## config.mk

```make
export PLATFORM = sky130hd
export DESIGN_NAME = breath_pwm_multi
export DESIGN_NICKNAME = d
export VERILOG_FILES = /design/src/rtl/breath_pwm_multi.sv
export SDC_FILE = /design/constraint.sdc
export NUM_CORES = 1
export LEC_CHECK = 0
export ABC_AREA = 1
export BUFFER_PORTS_ARGS = -buffer_cell sky130_fd_sc_hd__buf_2
export CORE_AREA = 4 4 94 96
export DETAILED_ROUTE_END_ITERATION = 10
export DIE_AREA = 0 0 98 100
export GPL_ROUTABILITY_DRIVEN = 0
export PLACE_DENSITY_LB_ADDON = 0.1
export SYNTH_ARGS = -nofsm -noshare
export SYNTH_HDL_FRONTEND = slang
export SYNTH_SLANG_ARGS = --single-unit
```

## constraint.sdc

```tcl
create_clock -name clk -period 6.2 [get_ports clk]
set_input_delay 0 -clock clk [delete_from_list [all_inputs] [get_ports clk]]
set_output_delay 0 -clock clk [all_outputs]
set_load 0.005 [all_outputs]
```

## src/rtl/breath_pwm_multi.sv

```systemverilog
// breath_pwm_multi: several breathing-LED PWM channels that share one
// triangle brightness ramp.
//
// A prescaler divides clk into PWM ticks, a phase counter splits ticks into
// frames, and the ramp level steps once per frame: 0..STEPS..0.
// Each channel picks one of four modes: off, solid, breathe, or inverted
// breathe. The resulting duty is latched only at frame boundaries, so a
// PWM frame is never cut short.
//
// Ports
//   clk          clock
//   rst_n        asynchronous active-low reset
//   en           global enable; low synchronously returns to the reset state
//   mode         per-channel mode, [2i+1:2i] for channel i
//                (00 off, 01 solid, 10 breathe, 11 inverted breathe)
//   pwm          registered PWM outputs, one per channel
//   level        current shared ramp level, 0..STEPS
//   breath_done  one-cycle pulse after the frame where the ramp falls to 0
module breath_pwm_multi #(
    parameter int unsigned CH    = 4,
    parameter int unsigned DIV   = 50,
    parameter int unsigned STEPS = 1000,
    localparam int unsigned LW   = $clog2(STEPS + 1)
) (
    input  logic              clk,
    input  logic              rst_n,
    input  logic              en,
    input  logic [2*CH-1:0]   mode,
    output logic [CH-1:0]     pwm,
    output logic [LW-1:0]     level,
    output logic              breath_done
);

    localparam int unsigned PW = (DIV > 1) ? $clog2(DIV) : 1;

    localparam logic [LW-1:0] STEPS_L  = LW'(STEPS);
    localparam logic [LW-1:0] PH_LAST  = LW'(STEPS - 1);
    localparam logic [LW-1:0] LVL_ONE  = LW'(1);
    localparam logic [PW-1:0] PRE_LAST = PW'(DIV - 1);
    localparam logic [PW-1:0] PRE_ONE  = PW'(1);

    typedef enum logic {
        DIR_UP   = 1'b0,
        DIR_DOWN = 1'b1
    } dir_e;

    logic [PW-1:0] pre_q, pre_d;
    logic [LW-1:0] ph_q, ph_d;
    logic [LW-1:0] level_q, level_d;
    dir_e          dir_q, dir_d;
    logic          done_q, done_d;
    logic [CH-1:0] pwm_q, pwm_d;

    logic tick_c;
    logic frame_end_c;

    // Prescaler and frame phase counter
    always_comb begin
        pre_d       = pre_q;
        ph_d        = ph_q;
        tick_c      = (pre_q == PRE_LAST);
        frame_end_c = tick_c && (ph_q == PH_LAST);

        if (!en) begin
            pre_d = '0;
            ph_d  = '0;
        end else begin
            if (tick_c) begin
                pre_d = '0;
            end else begin
                pre_d = pre_q + PRE_ONE;
            end

            if (frame_end_c) begin
                ph_d = '0;
            end else if (tick_c) begin
                ph_d = ph_q + LVL_ONE;
            end
        end
    end

    // Ramp direction FSM: next state and level, stepped once per frame.
    // Turnarounds jump straight to STEPS-1 / 1 so the end levels last one
    // frame, like every other level.
    always_comb begin
        dir_d   = dir_q;
        level_d = level_q;
        done_d  = 1'b0;

        if (!en) begin
            dir_d   = DIR_UP;
            level_d = '0;
        end else if (frame_end_c) begin
            case (dir_q)
                DIR_UP: begin
                    if (level_q == STEPS_L) begin
                        dir_d   = DIR_DOWN;
                        level_d = STEPS_L - LVL_ONE;
                    end else begin
                        level_d = level_q + LVL_ONE;
                    end
                end
                DIR_DOWN: begin
                    if (level_q == '0) begin
                        dir_d   = DIR_UP;
                        level_d = LVL_ONE;
                    end else begin
                        level_d = level_q - LVL_ONE;
                        // A breath ends when the falling ramp reaches 0
                        done_d  = (level_q == LVL_ONE);
                    end
                end
                default: begin
                    dir_d   = DIR_UP;
                    level_d = '0;
                end
            endcase
        end
    end

    // Per-channel duty selection, frame-aligned latch, and PWM compare
    for (genvar gi = 0; gi < CH; gi++) begin : g_ch
        logic [LW-1:0] tgt_c;
        logic [LW-1:0] duty_q, duty_d;

        // Target uses the post-update level so it matches the next frame
        always_comb begin
            tgt_c = '0;
            case (mode[2*gi +: 2])
                2'b00:   tgt_c = '0;
                2'b01:   tgt_c = STEPS_L;
                2'b10:   tgt_c = level_d;
                2'b11:   tgt_c = STEPS_L - level_d;
                default: tgt_c = '0;
            endcase

            duty_d = duty_q;
            if (!en) begin
                duty_d = '0;
            end else if (frame_end_c) begin
                duty_d = tgt_c;
            end
        end

        always_ff @(posedge clk or negedge rst_n) begin
            if (!rst_n) begin
                duty_q <= '0;
            end else begin
                duty_q <= duty_d;
            end
        end

        assign pwm_d[gi] = en && (ph_q < duty_q);
    end

    // State registers
    always_ff @(posedge clk or negedge rst_n) begin
        if (!rst_n) begin
            pre_q   <= '0;
            ph_q    <= '0;
            level_q <= '0;
            dir_q   <= DIR_UP;
            done_q  <= 1'b0;
            pwm_q   <= '0;
        end else begin
            pre_q   <= pre_d;
            ph_q    <= ph_d;
            level_q <= level_d;
            dir_q   <= dir_d;
            done_q  <= done_d;
            pwm_q   <= pwm_d;
        end
    end

    assign pwm         = pwm_q;
    assign level       = level_q;
    assign breath_done = done_q;

endmodule

```

# == After elaboration in Yosys (flattened, before gate mapping) ==
# Cells that the tools add are included.
# totals
out_inout_bits,15
in_bits,11
ff_bits,72
word_cells,79
# classes
reduce_logical,10
bitwise_logic,1
magnitude_cmp,4
n_eq_ne,18
mux,31
n_addsub,5
# ops
cell,count
case mux 10 bit (4 select lines),4
2-to-1 mux 10 bit,15
< comparator 10 bit,4
adder 10 x 1 -> 10 bit (second input constant),2
equality test 10 bit (second input constant),2
case mux 10 bit (2 select lines),1
equality test 2 bit (second input constant),8
2-to-1 mux 6 bit,2
equality test 10 x 1 -> 1 bit (second input constant),1
zero test 10 bit,1
subtractor 10 x 1 -> 10 bit (second input constant),1
subtractor 10 bit (first input constant),1
equality test 2 x 1 -> 1 bit (second input constant),4
zero test 2 bit,4
2-to-1 mux 1 bit,8
adder 6 x 1 -> 6 bit (second input constant),1
equality test 6 bit (second input constant),1
logical AND 1 bit,5
inequality test 3 x 1 -> 1 bit (second input constant),1
inequality test 2 x 1 -> 1 bit (second input constant),1
case mux 1 bit (2 select lines),1
inverter 1 bit,1

# == Depth between registers and ports, before layout ==
# Gate-level depths: netlist (run 1).
# logic_depth
depth_word,9
depth_mapped,20

# == Worst setup path after synthesis (run 1) ==
# OpenSTA, ideal clock, no wires.
# synth_timing
kind,register to register
startpoint,"register level_q[0], in the netlist level[0]"
endpoint,register g_ch[0].duty_q[6]
synth_period_minus_slack_ps,2348
path_stages_with_launch,19
arrival_ps,2227
required_ps,6079
setup_slack_ps,3852
cell_sequence,dfrtp_1 inv_1 ha_1 nand2_1 nor2_1 nand3b_4 nand3b_1 nand2_1 nor2_1 nor2_4 ha_1 nand2_1 nand2_2 nand2_2 nand2_1 nand2_1 nand2_2 o21bai_1 nand2_1
# synth_via
elab_chain_len,9
# synth_lines
item,line,text
start: declaration,49,"logic [LW-1:0] level_q, level_d;"
start signal: assignment,168,level_q <= level_d;
subtractor 10 x 1 -> 10 bit (tied with other cells),108,level_d = level_q - LVL_ONE;
"2-to-1 mux 10 bit, on equally long branches","104, 96",
case mux 10 bit (2 select lines),94,case (dir_q)
2-to-1 mux 10 bit *,93,end else if (frame_end_c) begin
2-to-1 mux 10 bit *,90,if (!en) begin
subtractor 10 bit,133,2'b11: tgt_c = STEPS_L - level_d;
case mux 10 bit (4 select lines) *,129,case (mode[2*gi +: 2])
2-to-1 mux 10 bit *,140,end else if (frame_end_c) begin
2-to-1 mux 10 bit *,138,if (!en) begin
end signal: assignment,149,duty_q <= duty_d;
end: declaration,124,"logic [LW-1:0] duty_q, duty_d;"
# Every way passes the cells marked *; elsewhere a longest branch is shown, timed or not. The select of a mux whose other input is x is not followed.
# A chain may end at the register's enable or synchronous reset.

# == Worst setup path in the final report (run 1) ==
# layout_timing
startpoint,register ph_q[1]
endpoint,register g_ch[2].duty_q[7]
# layout_via
elab_chain_len,8
# layout_lines
item,line,text
start: declaration,48,"logic [LW-1:0] ph_q, ph_d;"
start signal: assignment,167,ph_q <= ph_d;
equality test 10 bit,62,frame_end_c = tick_c && (ph_q == PH_LAST);
logical AND 1 bit,62,
2-to-1 mux 10 bit,93,
2-to-1 mux 10 bit,90,
net level_d[5],49,
subtractor 10 bit,133,
case mux 10 bit (4 select lines),129,
2-to-1 mux 10 bit,140,
2-to-1 mux 10 bit,138,
end signal: assignment,149,
end: declaration,124,
# The timed path passes the listed nets, and every way through them passes these cells. The select of a mux whose other input is x is not followed.

==> results of run 1 <==
state kept, by name (all words and copies together), names as in the netlist:
register	flops
pre_q	6
ph_q	10
breath_done	1
pwm	4
dir_q	1
level	10
g_ch.duty_q	40
worst max-delay path, stage by stage (launching register included):
cell	delay, ps
dfrtp_1	460
ha_1	250
nand2_1	90
nor2_2	50
nand3_4	100
inv_2	40
nand2_2	90
nand2_4	220
inv_2	500
nand2_1	180
nand2_4	190
nand2_4	70
inv_2	130
nand2_2	80
nand2_2	90
nand3_1	80
nand3_1	90
nand2_1	50
worst max path at each step:
stage	startpoint	end	slack, ps	cells past startpoint
floorplan	level[0]	g_ch[0].duty_q[6]	3850	18
global placement	ph_q[1]	g_ch[3].duty_q[8]	3390	17
detailed placement	ph_q[1]	g_ch[2].duty_q[8]	3320	17
CTS	ph_q[1]	g_ch[2].duty_q[7]	3310	17
global route	ph_q[1]	g_ch[3].duty_q[8]	2940	17
finish	ph_q[1]	g_ch[2].duty_q[7]	3300	17
kinds of logic (layout without fill, tap and decap cells):
logic type / Yosys count / after routing / share of synthesized area, %
adders and majority gates: 43 / 43 / 10.47
and+or+nand+nor: 295 / 295 / 29.27
DFF: 72 / 72 / 35.06
AOI/OAI and AO/OA: 120 / 120 / 13.81
xor gates and xnor gates: 10 / 10 / 2.070
buffers and inverters: 121 / 155 / 9.325
final cells by class:
class                      count  area, sq um
multi-input combinational    468         2858
tap                          105        131.4
fill                         711         2482
inverter                     110        412.9
clock buffer                  10        127.6
timing repair buffer          29        167.7
sequential                    72         1802
clock inverter                 6        70.07
synthesized netlist by cell type, drive strengths merged:
cell / number / share of area, %
a21boi: 3 / 0.44
nand3: 55 / 6.8
o22ai: 13 / 1.6
a211o: 1 / 0.17
clkbuf: 5 / 0.37
o21ai: 49 / 5.0
o21bai: 6 / 0.88
ha: 43 / 10
and3: 1 / 0.12
inv: 110 / 8.0
nand2: 162 / 13
nor2: 56 / 6.0
or2: 1 / 0.12
a211oi: 1 / 0.15
nor3: 5 / 0.49
a21oi: 31 / 3.2
o2111ai: 1 / 0.17
a31oi: 1 / 0.12
nor4: 3 / 0.37
o211ai: 9 / 1.4
xor2: 7 / 1.6
buf: 6 / 0.93
nand3b: 4 / 0.83
a22oi: 4 / 0.58
o21a: 1 / 0.15
dfrtp: 72 / 35
xnor2: 3 / 0.51
nand4: 8 / 1.1
metal layers:
metal  track usage, %  vias up  wire [um]
li1                 -     2228          -
met1            41.60     2270       6068
met2            45.86      222       6236
met3            3.336       35       1091
met4            12.25        0        408
met5                0        -          0
metrics by stage:
stage / utilization, % / power, mW / std cells / setup slack, ps / area, sq um
after floorplan: - / 0.5027 / 661 / 3852 / 5139
after global placement: 66.22 / 0.5237 / 780 / 3388 / 5331
after detailed placement: 66.22 / 0.5244 / 780 / 3319 / 5331
after CTS: 69.17 / 0.9008 / 800 / 3308 / 5569
after global routing: 69.17 / 0.9288 / 800 / 2943 / 5569
final: 69.17 / 0.9047 / 800 / 3304 / 5569
power by group through the flow:
stage / combinational [mW] / clock [mW] / sequential (mW)
final: 0.0452 / 0.387 / 0.472
after global routing: 0.0502 / 0.406 / 0.473
after CTS: 0.0449 / 0.384 / 0.472
after detailed placement: 0.0428 / 0 / 0.482
after global placement: 0.0423 / 0 / 0.481
after floorplan: 0.0213 / 0 / 0.481
==> summary.md, run 1 <==
| Metric | Value |
|---|---|
| Std-Cell Core Area | `8051 sq um` |
| Die area | `9800 sq um` |
| Ratio of cells with drive above 1 in the final layout | `14.96%` |
| Clock transition at path regs | `90 ps` |
| CP Capture Type | `register` |
| CTS tree | `yes` |
| Share of power burned in combinational logic | `5.0%` |
| Clock Latency Late Sink | `360 ps` |
| Clock network fraction of design power | `between 40% and 50%` |
| Yosys cell types | `between 40 and 50` |
| Final slew viol count | `0` |
| Max-cap viol count | `0` |
| Final wirelength | `13.80 mm` |
| Fin crit period | `2896 ps` |
| Outcome | `finished, final reports clean` |
| CTS Sinks | `72` |
| First-pass detailed-route iteration total | `5` |
| Num CTS Buffers | `9` |
| Root Driver | `clkbuf_8` |
| Antenna cells | `0` |
| Grt ovf | `0` |
| Most common cell after layout, fill and taps aside | `nand2_1` |
| Worst R2R Start | `ph_q[1]` |
| Vias after detailed routing | `4755` |
| Worst path arrival time | `3160 ps` |
| Most frequent cells in the layout | `144 x nand2_1, 98 x inv_1, 72 x dfrtp_1` |
| Worst min-delay path endpoint | `g_ch[0].duty_q[0]` |
| HP Start | `mode[1]` |
| Antenna Violating Nets Remaining | `0` |
| Clock tree buffer depth | `2` |
| # nets final | `744` |
| Die Y | `100 um` |
| Vias per cell | `5.944` |
| Aggregate negative setup slack | `0 ps` |
| Cells after Synth | `661` |
| Largest fanout on the critical path | `33` |
| Worst R2R Path Depth | `17` |
| Largest net degree at the start of global routing | `73` |
| Avg Cell Area, Syn | `7.774 sq um` |
| Reg2reg end | `g_ch[2].duty_q[7]` |
| Initial Util | `a little under two thirds` |
| Dpl hpwl | `10.32 mm` |
| Horiz. Die Dim | `98 um` |
| Clk_skew | `11.38 ps` |
| Switching part of the total | `26.30%` |
| CTS resizes | `0` |
| Hold buffers post-CTS | `4` |
| Hold Fails Final Rpt | `0` |
| WP data required | `6460 ps` |
| Sw power | `0.2379 mW` |
| WL/cell | `around 17 um` |
| Hold path depth | `3` |
| Synth Register Bits | `72` |
| RSZ-0062 raised after global routing | `no` |
| Post-CTS Setup Inserts | `0` |
| Worst slew pin tran | `between 900 and 1000 ps` |
| Startpoint types | `register` |
| Slew margin rel. | `36.14%` |
| Internal power | `approximately 0.67 mW` |
| Global-route wire length before repair | `~23 mm` |
| Worst hold-check slack | `approximately 14 ps` |
| Final period utilization | `a little under half` |
| Min-delay worst type | `in2reg` |
| 1st-iter DRT viols | `522` |
| Row cnt | `33` |
| Number of global-route vias before repair | `4563` |
| Fmax | `345.3 MHz` |
| Max IR drop VDD | `between 0.1 and 0.15 mV` |
| Layout area overhead | `8.376%` |
| Syn_nets | `715` |
| Sequential area share after synthesis | `35.06%` |
| # IOs | `26` |
| Reg-to-reg slack, setup | `3300 ps` |
| Mapped cell area | `5139 sq um` |
| Antenna violations before repair | `0` |
| Buffers on Ports | `25` |
| H-tree levels | `3` |
| Total GRT Usage | `29.33%` |
| Pwr/cell area | `162.5 nW/um^2` |
| WS Path Type | `reg2reg` |
| Residual DRC | `0` |
| Sequential power share | `52.2%` |
| Leakage dissipation | `~2.9 nW` |
| Synth warnings | `0` |
| # setup viols final | `0` |
(Power assumes the default switching activity.)
==> inputs of run 2 (changes only) <==
- CORE_AREA: 4 4 94 96 -> 4 4 97 99
- DIE_AREA: 0 0 98 100 -> 0 0 101 103
- clock period: 6.2 -> 2.7 ns (I/O delays scaled with it)
==> run 2 against run 1 <==
  * Clock-buffer cell count unchanged
  * Global-route usage down 1.1 points
  * First-iteration DRC count down 21%
  * Sequential power up 130%
  * Flip-flop and latch count unchanged
  * Non-clock buffer count up 14
  * Register-to-register slack worse by 3100 ps
  * Hold slack better by 8.8 ps
==> summary.md, run 2 (synthesis results as in run 1) <==
| Metric | Value |
|---|---|
| Fill cells | `723` |
| H-tree levels | `3` |
| Setup ws final | `177.4 ps` |
| Fin crit period | `2523 ps` |
| CP Capture Type | `register` |
| Top cell family by delay on the critical path | `simple AND/OR/NAND/NOR gates` |
| Fmax | `roughly 400 MHz` |
| 1st-iter DRT viols | `between 400 and 500` |
| Overall power | `2.078 mW` |
| WL/cell | `16.84 um` |
| Slew margin rel. | `about half` |
| Pwr/cell area | `364.9 nW/um^2` |
| WS Path Type | `reg2reg` |
| Clock network fraction of design power | `between 40% and 50%` |
| Worst path max stage delay | `450 ps` |
| Final slew viol count | `0` |
| Switching part of the total | `26.08%` |
| Antenna cells | `0` |
| Horiz. Die Dim | `101 um` |
| Vias per cell | `5.718` |
| Std-Cell Core Area | `8551 sq um` |
| First-pass detailed-route iteration total | `6` |
| Largest fanout on the critical path | `5` |
| Hold path depth | `3` |
| Antenna violations before repair | `0` |
| Antenna Violating Nets Remaining | `0` |
| Clock Latency Late Sink | `360 ps` |
| Share of power burned in combinational logic | `5.3%` |
| Residual DRC | `0` |
| Total GRT Usage | `28.19%` |
| Outcome | `finished, final reports clean` |
| Dpl cells | `796` |
| Final non-filler cell total | `817` |
| Clk_skew | `between 15 and 20 ps` |
| Design Area, Final | `5694 sq um` |
| Sw power | `0.5419 mW` |
| Aggregate negative setup slack | `0 ps` |
| Max IR drop VDD | `roughly 0.23 mV` |
| Worst path arrival time | `2770 ps` |
| Leakage dissipation | `between 2 and 3 nW` |
| Number of global-route vias before repair | `4493` |
| Worst R2R Path Depth | `18` |
| RSZ-0062 raised after global routing | `no` |
| Crit path buf inv count | `1` |
| Worst hold-check slack | `roughly 23 ps` |
| Die Y | `103 um` |
| Min-delay worst type | `in2reg` |
| Reg with most FFs | `g_ch.duty_q` |
| Buffers on Ports | `25` |
| CTS tree | `yes` |
| Util after Layout | `66.59%` |
| CTS Sinks | `72` |
| Worst slew pin tran | `roughly 730 ps` |
| Hold Fails Final Rpt | `0` |
| Dpl hpwl | `roughly 10 mm` |
| Max-cap viol count | `0` |
| # setup viols final | `0` |
| WP depth | `18` |
| Post-place instance area | `around 5400 sq um` |
| Vias after detailed routing | `4672` |
| Layout area overhead | `10.81%` |
| Largest net degree at the start of global routing | `33` |
| Ratio of cells with drive above 1 in the final layout | `17.63%` |
| Clock tree buffer depth | `2` |
| Final wirelength | `13.76 mm` |
| Most frequent cells in the layout | `144 x nand2_1, 97 x inv_1, 70 x dfrtp_1` |
| # IOs | `26` |
| Final period utilization | `93.43%` |
| Crit-path most repeated cell | `nand2_1` |
| Dpl ws | `around 100 ps` |
| Internal power | `1.536 mW` |
| WP data required | `2950 ps` |
| Most common cell after layout, fill and taps aside | `nand2_1` |
| # nets final | `758` |
| Global-route wire length before repair | `22.54 mm` |
| Sequential power share | `52.2%` |
| Startpoint types | `register` |
| Critical path cell sequence | `inv_2, ha_2, nand2_1, nor2_1, nand3b_4, nand3b_1, nand2_1, nor2_1, nor2_4, ha_2, nand2_1, nand2_2, nand2_2, nand2_1, nand2_1, nand2_2, o21bai_1, nand2_1` |
| Slowest cell on crit path | `dfrtp_2` |
| Clock transition at path regs | `around 90 ps` |
| Max reg flops | `40` |
| Grt ovf | `0` |
| Die area | `10400 sq um` |
| Row cnt | `34` |
| Root Driver | `clkbuf_8` |
| Num CTS Buffers | `9` |
| Initial Util | `approximately three fifths` |
run 2: worst paths after layout:
| check | start | to | slack [ps] |
|---|---|---|---|
| worst max-delay path | level[1] | g_ch[1].duty_q[6] | 180 |
| worst min-delay path | mode[7] | g_ch[3].duty_q[0] | 20 |
| worst max register to register | level[1] | g_ch[1].duty_q[6] | 180 |
| worst min register to register | g_ch[2].duty_q[5] | g_ch[2].duty_q[5] | 490 |
| max in group asynchronous | rst_n | g_ch[1].duty_q[8] | 1660 |
| min in group asynchronous | rst_n | pre_q[3] | 220 |
run 2: area by class of cell:
| type | count | area, sq um | share of cell area (%) |
|---|---|---|---|
| clock buffer | 10 | 127.6 | 2.241 |
| clock inverter | 6 | 67.56 | 1.187 |
| inverter | 110 | 412.9 | 7.251 |
| multi-input combinational | 468 | 2877 | 50.52 |
| sequential | 72 | 1804 | 31.69 |
| tap | 108 | 135.1 | 2.373 |
| timing repair buffer | 43 | 270.3 | 4.746 |
run 2: what timing repair did:
action | in CTS | in global routing
buffers inserted | 0 | 1
hold endpoints to repair | 33 | 0
setup endpoints to repair | 0 | 20
hold buffers | 4 | 0
gates resized for setup | 0 | 8
run 2: layer usage:
| layer | up-vias | track usage [%] | part of all wire [%] |
|---|---|---|---|
| met5 | - | 0 | 0 |
| li1 | 2254 | - | - |
| met4 | 0 | 10.94 | 2.8 |
| met2 | 199 | 46.73 | 47 |
| met3 | 42 | 5.277 | 7.0 |
| met1 | 2177 | 36.76 | 44 |
run 2: tightest hold or removal path, stage by stage:
cell and delay, ps:
buf_2 110, inv_1 120, o21ai_0 110
run 2: power by group through the flow:
stage / logic [mW] / registers, mW / clock network [mW]
after global routing: 0.123 / 1.09 / 0.941
after floorplan: 0.0490 / 1.11 / 0
after global placement: 0.104 / 1.11 / 0
final: 0.111 / 1.08 / 0.882
after detailed placement: 0.105 / 1.11 / 0
after CTS: 0.110 / 1.08 / 0.897
==> inputs of run 3 (changes only) <==
- CORE_AREA: 4 4 97 99 -> 4 4 94 96
- DIE_AREA: 0 0 101 103 -> 0 0 98 100
- clock period: 2.7 -> 3 ns (I/O delays scaled with it)
==> run 3 against run 2 <==
  * Largest power group unchanged
  * Clock power is 0.7% lower
  * Register-to-register slack improved by 120 ps
  * Fmax is 6.6% lower
  * Core utilization rose by 3.3 points
  * Flip-flop and latch count unchanged
  * Hold slack improved by 33 ps
  * Largest cell class unchanged
  * Final cell count decreased by 1.7%
  * Wire length decreased by 0.65%
  * Worst setup slack gained 120 ps
  * Critical path depth stayed put
  * Clock skew down 11 ps
==> summary.md, run 3 (synthesis results as in run 1) <==
| Metric | Value |
|---|---|
| Worst R2R Path Depth | `18` |
| Outcome | `finished, final reports clean` |
| 1st-iter DRT viols | `490` |
| H-tree levels | `3` |
| Std-Cell Core Area | `~8000 sq um` |
| Reg2reg end | `g_ch[2].duty_q[6]` |
| CTS tree | `yes` |
| Max IR drop VDD | `0.2738 mV` |
| Clock transition at path regs | `80 ps` |
| WS Path Type | `reg2reg` |
| Vias per cell | `5.776` |
| Max-cap viol count | `0` |
| Most common cell after layout, fill and taps aside | `nand2_1` |
| Ratio of cells with drive above 1 in the final layout | `15.47%` |
| Largest net degree at the start of global routing | `73` |
| Final wirelength | `13.67 mm` |
| CTS Sinks | `72` |
| # IOs | `26` |
| Grt met1 use | `42.19%` |
| Slowest cell on crit path | `dfrtp_2` |
| Leakage dissipation | `2.960 nW` |
| Clock Latency Late Sink | `350 ps` |
| Clk_skew | `7.521 ps` |
| Max reg flops | `40` |
| Row cnt | `33` |
| HP Start | `en` |
| Clock tree buffer depth | `2` |
| Number of global-route vias before repair | `4565` |
| Most frequent cells in the layout | `144 x nand2_1, 98 x inv_1, 71 x dfrtp_1` |
| WP data required | `approximately 3200 ps` |
| Num CTS Buffers | `9` |
| Critical path cell sequence | `inv_1, ha_2, inv_1, nor2_1, nand3_1, nand3_1, nand2_1, nor2_1, nor2_2, ha_1, nand2_1, nand2_2, nand2_2, nand2_1, nand2_1, nand2_2, o21bai_1, nand2_1` |
| Dpl hpwl | `slightly above 10 mm` |
| Die Y | `100 um` |
| Layout area overhead | `9.520%` |
| Global-route wire length before repair | `approximately 23 mm` |
| Critical Path Sink | `g_ch[2].duty_q[6]` |
| Top cell family by delay on the critical path | `simple AND/OR/NAND/NOR gates` |
| Min-delay worst type | `in2reg` |
| RSZ-0062 raised after global routing | `no` |
| Residual DRC | `0` |
| Grt ovf | `0` |
| Worst path max stage delay | `between 400 and 500 ps` |
| Final period utilization | `90.03%` |
| Antenna cells | `0` |
| Antenna violations before repair | `0` |
| Horiz. Die Dim | `98 um` |
| Initial Util | `between 60% and 70%` |
| CP Capture Type | `register` |
| Total GRT Usage | `between 20% and 30%` |
| Setup crit start | `level[0]` |
| Hold Fails Final Rpt | `0` |
| Die area | `9800 sq um` |
| Buffers on Ports | `25` |
| Crit path buf inv count | `2` |
| Post-place instance area | `between 5000 and 6000 sq um` |
| Antenna Violating Nets Remaining | `0` |
| Design Area, Final | `5628 sq um` |
| # nets final | `748` |
| Fin crit period | `2701 ps` |
| Reg-to-reg slack, setup | `300 ps` |
| Fmax | `370.3 MHz` |
| Pwr/cell area | `346.1 nW/um^2` |
| Root Driver | `clkbuf_8` |
| Most crowded layer after global routing | `met2` |
| Global-route met3 utilization | `around 4.5%` |
| Vias after detailed routing | `about 4.6k` |
| Worst R2R Start | `level[0]` |
| Met2 GRT Util | `a little under half` |
| Post-CTS Setup Inserts | `0` |
| Fill cells | `690` |
| Slew margin rel. | `37.66%` |
| Crit-path most repeated cell | `nand2_1` |
| Worst slew pin tran | `935.2 ps` |
| Reg with most FFs | `g_ch.duty_q` |
| WL/cell | `between 15 and 20 um` |
| Worst path arrival time | `between 2000 and 3000 ps` |
| First-pass detailed-route iteration total | `6` |
| # setup viols final | `0` |
| Aggregate negative setup slack | `0 ps` |
| WP depth | `18` |
| Startpoint types | `register` |
| Largest fanout on the critical path | `8` |
| Final slew viol count | `0` |
[run 3: cell count changes in the layout (fill, tap and decap cells not counted), sizes merged]
cell | before | now
buf | 39 | 28
clkbuf | 10 | 12
clkinvlp | 2 | 0
bufinv | 1 | 2
clkinv | 2 | 1
dlygate4sd3 | 4 | 5
inv | 111 | 110
[run 3: worst min-delay path by stage]
| stage | slack (ps) | cells past startpoint | end |
|---|---|---|---|
| 3_5_place_dp | 190 | 1 | breath_done |
| 3_3_place_gp | 180 | 1 | breath_done |
| 5_1_grt | 70 | 3 | ph_q[0] |
| 2_1_floorplan | -300 | 0 | breath_done |
| 6_report | 60 | 3 | ph_q[0] |
| 4_1_cts | 40 | 3 | ph_q[0] |
[run 3: per-layer routing]
layer / share of wire [%] / vias to the layer above
li1: - / 2232
met4: 3.0 / 0
met3: 7.4 / 37
met2: 44 / 179
met5: 0 / -
met1: 45 / 2190
[run 3: through the flow]
stage / cells / utilization [%] / setup slack, ps / total power [mW] / hold slack (ps)
after floorplan: 661 / - / 652.0 / 1.039 / -295.6
after global placement: 783 / 66.50 / 447.5 / 1.084 / 183.6
after detailed placement: 783 / 66.50 / 317.6 / 1.085 / 189.9
after CTS: 803 / 69.85 / 296.7 / 1.955 / 42.24
after global routing: 803 / 69.90 / 32.58 / 2.018 / 70.34
final: 803 / 69.90 / 299.2 / 1.948 / 56.02
[run 3: final cells by class]
type	instances	area, sq um	share of cell area (%)
clock buffers	12	155.1	2.757
clock inverters	3	65.06	1.156
inverters	110	412.9	7.337
multi-input cells	468	2860	50.82
flip-flops and latches	72	1803	32.04
well taps	105	131.4	2.334
repair buffers	33	200.2	3.557
[run 3: timing repair]
item / 4_1_cts / 5_1_grt
hold buffers: 5 / 0
gates resized for setup: 0 / 2
endpoints found under the hold margin: 76 / 0
setup endpoints to repair: 0 / 4
[run 3: power breakdown]
| part | switching (mW) | total [mW] | internal, mW |
|---|---|---|---|
| registers | 0.00324 | 0.976 | 0.973 |
| logic | 0.0749 | 0.0957 | 0.0208 |
| clock network | 0.367 | 0.876 | 0.509 |
| total | 0.446 | 1.95 | 1.50 |
[run 3: worst register-to-register path, delay by kind of cell (launching register included)]
| kind | cells | cell delay [ps] |
|---|---|---|
| and+or+nand+nor | 13 | 1310 |
| DFF | 1 | 470 |
| adders and majority gates | 2 | 450 |
| buffers and inverters | 2 | 200 |
| AOI/OAI and AO/OA | 1 | 160 |
